### config.mk
export PLATFORM = sky130hd
export DESIGN_NAME = spi_reg_ctrl
export DESIGN_NICKNAME = d
export VERILOG_FILES = /design/src/rtl/spi_reg_ctrl_pkg.sv /design/src/rtl/spi_reg_ctrl_sync.sv /design/src/rtl/spi_reg_ctrl.sv
export SDC_FILE = /design/constraint.sdc
export NUM_CORES = 1
export LEC_CHECK = 0
export BUFFER_PORTS_ARGS = -buffer_cell sky130_fd_sc_hd__buf_2
export CAP_MARGIN = 30
export CORE_ASPECT_RATIO = 0.5
export CORE_MARGIN = 2
export CORE_UTILIZATION = 53
export CTS_BUF_LIST = sky130_fd_sc_hd__clkbuf_16
export DETAILED_ROUTE_END_ITERATION = 12
export GPL_TIMING_DRIVEN = 0
export PLACE_DENSITY_LB_ADDON = 0.25
export SLEW_MARGIN = 20
export SYNTH_ARGS = -nofsm -noshare
export SYNTH_HDL_FRONTEND = slang
export SYNTH_SLANG_ARGS = --single-unit
export TNS_END_PERCENT = 30
### constraint.sdc
create_clock -name clk -period 1.8 [get_ports clk]
set_input_delay 0.09 -clock clk [delete_from_list [all_inputs] [get_ports clk]]
set_output_delay 0.09 -clock clk [all_outputs]
set_load 0.01 [all_outputs]
### src/rtl/spi_reg_ctrl_pkg.sv
// rtl/spi_reg_ctrl_pkg.sv - shared state encoding and command-word helpers for spi_reg_ctrl
package spi_reg_ctrl_pkg;

  typedef enum logic [1:0] {
    ST_IDLE = 2'd0,
    ST_CMD  = 2'd1,
    ST_WR   = 2'd2,
    ST_RD   = 2'd3
  } state_t;

  // The read/write flag is the MSB of the command word
  function automatic int rw_bit_idx(input int word_width);
    return word_width - 1;
  endfunction

endpackage

### src/rtl/spi_reg_ctrl_sync.sv
// rtl/spi_reg_ctrl_sync.sv - multi-stage flop synchronizer with configurable reset value
module spi_reg_ctrl_sync #(
  parameter int                Width    = 1,
  parameter int                Stages   = 2,
  parameter logic [Width-1:0]  ResetVal = '0
) (
  input  logic             clk,
  input  logic             reset_n,
  input  logic [Width-1:0] d,
  output logic [Width-1:0] q
);

  logic [Width-1:0] stage_q [Stages];

  // Shift the asynchronous input through the flop chain
  always_ff @(posedge clk or negedge reset_n) begin
    if (!reset_n) begin
      for (int i = 0; i < Stages; i++) stage_q[i] <= ResetVal;
    end else begin
      stage_q[0] <= d;
      for (int i = 1; i < Stages; i++) stage_q[i] <= stage_q[i-1];
    end
  end

  assign q = stage_q[Stages-1];

endmodule

### src/rtl/spi_reg_ctrl.sv
// rtl/spi_reg_ctrl.sv - SPI command decoder sequencing burst register writes and prefetched reads
module spi_reg_ctrl
  import spi_reg_ctrl_pkg::*;
#(
  parameter int                   WordWidth  = 8,
  parameter int                   AddrWidth  = 7,
  parameter int                   SyncStages = 2,
  parameter bit                   SPOL       = 1'b0,
  parameter logic [WordWidth-1:0] StatusWord = 8'hA4,
  parameter logic [WordWidth-1:0] DummyWord  = 8'h00
) (
  input  logic                 clk,
  input  logic                 reset_n,
  input  logic                 ssel,
  input  logic                 mosi_valid,
  input  logic [WordWidth-1:0] mosi_word,
  input  logic                 miso_accepted,
  output logic [WordWidth-1:0] miso_word_in,
  output logic [AddrWidth-1:0] reg_addr,
  output logic                 reg_wr_en,
  output logic [WordWidth-1:0] reg_wdata,
  output logic                 reg_rd_en,
  input  logic [WordWidth-1:0] reg_rdata,
  output logic                 frame_done,
  output logic                 busy
);

  localparam int RwBit = rw_bit_idx(WordWidth);

  state_t               state, next_state;
  logic                 sel_raw, sel, sel_d;
  logic                 sel_rise, sel_fall, frame_end;
  logic                 write_now;
  logic                 wrote, rd_capture;
  logic [AddrWidth-1:0] addr, addr_inc, mosi_addr;

  function automatic logic [WordWidth-1:0] status_word(input logic w);
    return {StatusWord[WordWidth-1:1], w};
  endfunction

  assign sel_raw = (ssel == SPOL);

  // Synchronizer resets high so a frame in progress at reset release never looks like a new rise
  spi_reg_ctrl_sync #(
    .Width    (1),
    .Stages   (SyncStages),
    .ResetVal (1'b1)
  ) u_sel_sync (
    .clk     (clk),
    .reset_n (reset_n),
    .d       (sel_raw),
    .q       (sel)
  );

  // Delayed copy of sel for edge detection
  always_ff @(posedge clk or negedge reset_n) begin
    if (!reset_n) sel_d <= 1'b1;
    else          sel_d <= sel;
  end

  assign sel_rise  = sel & ~sel_d;
  assign sel_fall  = ~sel & sel_d;
  assign frame_end = sel_fall && (state != ST_IDLE);
  assign write_now = (state == ST_WR) && mosi_valid;
  assign mosi_addr = mosi_word[AddrWidth-1:0];
  assign addr_inc  = addr + AddrWidth'(1);

  // State register
  always_ff @(posedge clk or negedge reset_n) begin
    if (!reset_n) state <= ST_IDLE;
    else          state <= next_state;
  end

  // Next-state decode; a frame end overrides everything
  always_comb begin
    next_state = state;
    case (state)
      ST_IDLE: if (sel_rise) next_state = ST_CMD;
      ST_CMD:  if (mosi_valid) next_state = mosi_word[RwBit] ? ST_RD : ST_WR;
      default: next_state = state;
    endcase
    if (frame_end) next_state = ST_IDLE;
  end

  // Register strobes, address pointer, MISO word and the wrote flag
  always_ff @(posedge clk or negedge reset_n) begin
    if (!reset_n) begin
      addr         <= '0;
      reg_addr     <= '0;
      reg_wr_en    <= 1'b0;
      reg_wdata    <= '0;
      reg_rd_en    <= 1'b0;
      rd_capture   <= 1'b0;
      frame_done   <= 1'b0;
      busy         <= 1'b0;
      wrote        <= 1'b0;
      miso_word_in <= status_word(1'b0);
    end else begin
      reg_wr_en  <= 1'b0;
      reg_rd_en  <= 1'b0;
      rd_capture <= 1'b0;
      frame_done <= 1'b0;
      busy       <= (next_state != ST_IDLE);
      case (state)
        ST_IDLE: begin
          miso_word_in <= status_word(wrote);
          if (sel_rise) wrote <= 1'b0;
        end
        ST_CMD: begin
          if (miso_accepted) miso_word_in <= DummyWord;
          if (mosi_valid) begin
            addr <= mosi_addr;
            if (mosi_word[RwBit] && !frame_end) begin
              reg_rd_en <= 1'b1;
              reg_addr  <= mosi_addr;
            end
          end
        end
        ST_WR: begin
          if (mosi_valid) begin
            reg_wr_en <= 1'b1;
            reg_wdata <= mosi_word;
            reg_addr  <= addr;
            addr      <= addr_inc;
            wrote     <= 1'b1;
          end
        end
        ST_RD: begin
          rd_capture <= reg_rd_en;
          if (rd_capture) miso_word_in <= reg_rdata;
          if (miso_accepted && !frame_end) begin
            addr      <= addr_inc;
            reg_addr  <= addr_inc;
            reg_rd_en <= 1'b1;
          end
        end
        default: ;
      endcase
      if (frame_end) begin
        miso_word_in <= status_word(wrote | write_now);
        wrote        <= wrote | write_now;
        rd_capture   <= 1'b0;
        frame_done   <= (state == ST_WR) || (state == ST_RD) ||
                        ((state == ST_CMD) && mosi_valid);
      end
    end
  end

endmodule
# Yosys cells after proc, flatten, opt, wreduce, memory -nomap -nowiden
# Cells that the tools add are included.
[word_totals]
rom_bits = 0
output_inout_bits = 27
word_cells = 81
latchBits = 0
ramBits = 0
reg_bits = 41
memories = 0
[op_classes]
n_reduce_logical = 19
n_mul = 0
div_mod_pow = 0
eq_ne = 11
n_shift = 0
bitwise_logic = 6
mux = 30
n_addsub = 1
n_lt_le_gt_ge = 0
[ops]
columns = ["operator", "count"]
rows = [
  ["2-to-1 mux 7 bit", 6],
  ["one-hot mux 7 bit (3 select lines)", 2],
  ["2-to-1 mux 8 bit", 3],
  ["one-hot mux 8 bit (3 select lines)", 1],
  ["2-to-1 mux 1 bit", 12],
  ["!= test 3 bit (second input constant)", 4],
  ["!= test 2 bit (second input constant)", 4],
  ["adder 7 x 1 -> 7 bit (second input constant)", 1],
  ["2-to-1 mux 2 bit", 3],
  ["AND reduction 3 bit", 2],
  ["nonzero test 3 bit", 2],
  ["logical AND 1 bit", 5],
  ["AND reduction 5 bit", 1],
  ["equality test 2 bit (second input constant)", 2],
  ["one-hot mux 1 bit (2 select lines)", 2],
  ["one-hot mux 2 bit (2 select lines)", 1],
  ["AND reduction 4 bit", 1],
  ["nonzero test 2 bit", 2],
  ["nonzero test 4 bit", 1],
  ["NOT 1 bit", 3],
  ["bitwise AND 1 bit", 2],
  ["equality test 2 x 1 -> 1 bit (second input constant)", 1],
  ["zero test 2 bit", 1],
  ["logical OR 1 bit", 2],
  ["other kinds (3)", 3],
]

# Longest topological paths before layout
[depth]
word_depth = 8
ltp_mapped = 6
depth_no_buf = 5

# Cells and area by module
# Synthesis repeated with hierarchy kept, for this count alone.
[unflattened]
cells_unflattened = 209
hier_area_um2 = 2028.2
[by_module_without_submodules]
columns = ["mod", "area_per_inst_um2", "cells_each", "seq_area_each_um2", "instances"]
rows = [
  ["spi_reg_ctrl", 1975.6, 207, 980.9, 1],
  ["spi_reg_ctrl_sync", 52.6, 2, 52.6, 1],
]

# Worst setup path after synthesis
# OpenSTA, ideal clock, no wires.
[synth_timing]
path_type = "register to register"
start = "reg u_sel_sync.stage_q, in the netlist u_sel_sync.q"
end = "reg reg_addr[0]"
arrival_ns = 1.430
path_slack_ns = 0.245
setup_ns = 0.125
period_less_slack_ns = 1.555
path_buffers = 0
stages_incl_launch_ff = 5
t_required_ns = 1.675
path_cell_list = "dfstp_2 -> nand2b_4 -> a31oi_1 -> o22ai_4 -> mux2_4"
[synth_via]
elab_chain_len = 7
elab_cells_between_ends = 9
[synth_rtl]
columns = ["element", "line", "text"]
rows = [
  ["start, declared", "spi_reg_ctrl_sync.sv:13", "logic [Width-1:0] stage_q [Stages];"],
  ["NOT 1 bit (*)", "spi_reg_ctrl.sv:62", "assign sel_fall = ~sel & sel_d;"],
  ["bitwise AND 1 bit (*)", "spi_reg_ctrl.sv:62", ""],
  ["logical AND 1 bit (*)", "spi_reg_ctrl.sv:63", "assign frame_end = sel_fall && (state != ST_IDLE);"],
  ["zero test 1 bit (*)", "spi_reg_ctrl.sv:113, spi_reg_ctrl.sv:131", ""],
  ["logical AND 1 bit (on tied branches)", "spi_reg_ctrl.sv:131, spi_reg_ctrl.sv:113", ""],
  ["!= test 2 bit (no source line)", "-", ""],
  ["AND reduction 5 bit (no source line) (*)", "-", ""],
  ["end signal, assigned", "spi_reg_ctrl.sv:115", "reg_addr <= mosi_addr;"],
  ["end signal, assigned", "spi_reg_ctrl.sv:123", "reg_addr <= addr;"],
  ["end signal, assigned", "spi_reg_ctrl.sv:133", "reg_addr <= addr_inc;"],
  ["end, declared", "spi_reg_ctrl.sv:19", "output logic [AddrWidth-1:0] reg_addr,"],
]
# Mark *: on every way between the ends. The rest lies on a longest branch, timed or not.
# A chain may end at the register's enable or synchronous reset.

# Final worst setup path
# Ends and elaborated chain as after synthesis.

==> results.md <==
* GR Util met2 at 0.382
* Final period utilization at 0.960
* Tot Pwr at ~0.0039 W
* Skew final at 0.00283 ns
* Dpl ws at about 0.12 ns
* Height of the die at 47.7 um
* Vias at ~1,600
* Max transition margin at 0.677
* Routed WL at roughly 4400 um
* RSZ-0062 raised after global routing: false
* Maximum vdd ir drop at roughly 0.87 mV
* CTS Root Cell: clkbuf_16
* First-pass GRT wire length at 7190 um
* Reg2reg path depth at 4
* Clock sink count at 41
* Largest family of logic cells by synthesized area: compound AO/OA/AOI/OAI gates
* Mux contribution to synthesized area at 0.127
* Setup TNS at 0 ns
* Syn Area/Cell at ~11 um2
* Synthesis-stage register bit count at 41
* Clock network power share at 0.253
* Post-synthesis cell count at 183
* NetSw at 0.00129 W
* Synth Area in Compound Gates at 0.161
* Synth Warn # at 0
* FF-to-FF Start: u_sel_sync.q
* Top FF cell, synth: dfrtp_1
* Vias in the first global route at ~1,500
* ANT nets after route at 0
* Met3 Usage GRT at 0.0535
* Final nets at 262
* Proportion of layout cells with a drive suffix above 1 at 0.394
* Setup slack after layout at roughly 0.07 ns
* Ant. Diodes at 0
* CTS tree: built
* Initial DRC Count at 42
* Worst setup SP type: flip-flop
* Switching fraction of total power at 0.332
* Via-per-instance ratio at approximately 5.5
* Post-Synth XOR/XNOR Area at 0.0216
* Final hold viol count at 0
* WL/cell at between 10 and 15 um
* Syn_nets at 205
* Largest net degree at the start of global routing at between 40 and 50
* Initial core utilization at 0.571
* Unique masters post-synth at 42
* Clock Tree Buf Depth at 2
* # rows at 15
* Adder-Cell Fraction of Synth Area at 0.00618
* Postcts setup bufs at 0
* Combinational share of power at 0.373
* Fillers at 286
* Die area at between 4000 and 5000 um2
* Clock latency on the worst-skew pair at 0.28 ns
* Fin crit period at 1.73 ns
* Die width at slightly above 90 um
* CP endpoint kind: flip-flop
* Most common cell after layout, fill and taps aside: buf_2
* Slew Limit Fails at 0
* H-tree depth at 2
* Worst min path class: in2reg
* Total GRT Usage at 0.218
* DRC at 0
* Drt pass-1 iters at 4
* EDFF count, synth at 0
* CP Max Fanout at 7
* Final Cell Area at between 2000 and 3000 um2
* Met1 Resource Use GR at 0.275
* GRT busiest layer: met2
* Most frequent cells in the layout: buf_2, dfrtp_1, a21oi_1
* Part of the power in registers at 0.373
* Post-synthesis simple-gate area fraction at 0.126
* Clock-pin slew on the worst setup and hold paths at 0.06 ns
* Status: finished clean
* Multi-input gate area at 895 um2
* Sequential-to-total area share from yosys stat at 0.511
* Hold_sp: reg_rdata[1]
* Port bufs at 47
* CP startpoint: u_sel_sync.q
* Placed cell area at 2320 um2
* FMAX at 578 MHz
* Total gr overflow at 0
* Synth Cell Area at slightly above 2000 um2
* Register area at between 1000 and 1500 um2
* I/O Pins at between 40 and 50
* Total CTS buffers at 5
* Int Pwr at approximately 0.0026 W
* Initial antenna violation count at 0
* WP data required at 1.97 ns
* Worst-Margin Slew at 0.484 ns
* Crit path DAT at about 1.9 ns
* Static Leak at around 1.2 nW
* Hold Path Depth at 2
* Max-Cap Viols at 0
* Gpl congestion at about 0.89
* Final HPWL DP at between 2000 and 3000 um
* Setup CP Type: reg2reg
* Power per Cell Area at roughly 1500 nW/um2
* Final setup violation count at 0
* Core Region at 3550 um2
* Syn-to-layout area delta at 25.2%
* Post-synth ARST share at 1.00
worst paths after layout:
kind                                         end  slack [ns]
setup reg to reg                     reg_addr[0]        0.07
max in group asynchronous  u_sel_sync.stage_q[1]        1.00
hold reg to reg                     u_sel_sync.q        0.36
setup / recovery                     reg_addr[0]        0.07
hold / removal                   miso_word_in[1]        0.04
min in group asynchronous             frame_done        0.27
cells by family (layout without fill, tap and decap cells):
kind of cell | Yosys count | count (layout)
compound gates | 50 | 50
simple gates | 47 | 47
flops | 41 | 41
mux | 21 | 21
buf+inv | 18 | 76
xor+xnor | 5 | 5
fa+ha+maj | 1 | 1
area by class of cell:
cell class                      instances  share of cell area
Sequential cell                        41               0.408
Multi-Input combinational cell        124               0.353
Timing Repair Buffer                   50               0.112
Clock buffer                            5              0.0494
Buffer                                 10              0.0262
Tap cell                               51              0.0252
Clock inverter                          3              0.0148
Inverter                                8              0.0119
power groups by stage:
stage          registers [W]  logic (W)  clock network, W
3_3_place_gp         0.00145    0.00138                 0
5_1_grt              0.00150    0.00160           0.00105
4_1_cts              0.00145    0.00145           0.00101
3_5_place_dp         0.00146    0.00142                 0
6_report             0.00145    0.00145          0.000985
2_1_floorplan        0.00154   0.000897                 0
routing by layer:
metal	routed length [um]	share of wire
met1	1980	0.45
met2	2040	0.47
met3	309	0.071
met4	40	0.0092
met5	0	0
cell usage after synthesis (2+ instances only):
cell type | count | area share
nand4_1 | 6 | 0.019
buf_6 | 3 | 0.017
inv_1 | 8 | 0.015
xor2_1 | 4 | 0.017
mux2_2 | 9 | 0.050
buf_2 | 5 | 0.012
and3_1 | 4 | 0.012
dfstp_2 | 6 | 0.078
nand2_2 | 2 | 0.0062
a31oi_1 | 3 | 0.0093
dfrtp_1 | 35 | 0.43
nor2b_1 | 2 | 0.0062
a21oi_1 | 18 | 0.045
a22o_1 | 4 | 0.017
o21ai_0 | 10 | 0.025
mux2i_1 | 5 | 0.025
o22ai_1 | 5 | 0.015
mux2_4 | 7 | 0.052
nor2_1 | 10 | 0.019
or2_2 | 3 | 0.0093
or3_1 | 2 | 0.0062
and2_1 | 2 | 0.0062
clkbuf_1 | 2 | 0.0037
nand2_1 | 10 | 0.019
registers in the layout (all words and copies together) (netlist names):
signal	count
addr	7
busy	1
frame_done	1
miso_word_in	8
rd_capture	1
reg_addr	7
reg_rd_en	1
reg_wdata	8
reg_wr_en	1
sel_d	1
state	2
u_sel_sync.q	1
u_sel_sync.stage_q	1
wrote	1
through the flow:
stage          hold WS, ns   util  instances
2_1_floorplan       -0.206      -        183
3_3_place_gp         0.200  0.655        281
3_5_place_dp         0.202  0.655        281
4_1_cts             0.0275  0.707        291
5_1_grt             0.0372  0.714        292
6_report            0.0357  0.714        292
critical path, cell delays in order (launching register included):
cell and delay (ns):
dfstp_2 0.56, nand2b_4 0.18, nand2_2 0.12, o22ai_4 0.41, mux2_4 0.34
timing repair:
item | in CTS | in global routing
hold buffers | 2 | 0
endpoints found under the hold margin | 36 | 0
gates resized for setup | 0 | 0
No activity file was read; power rests on OpenSTA's default activity.
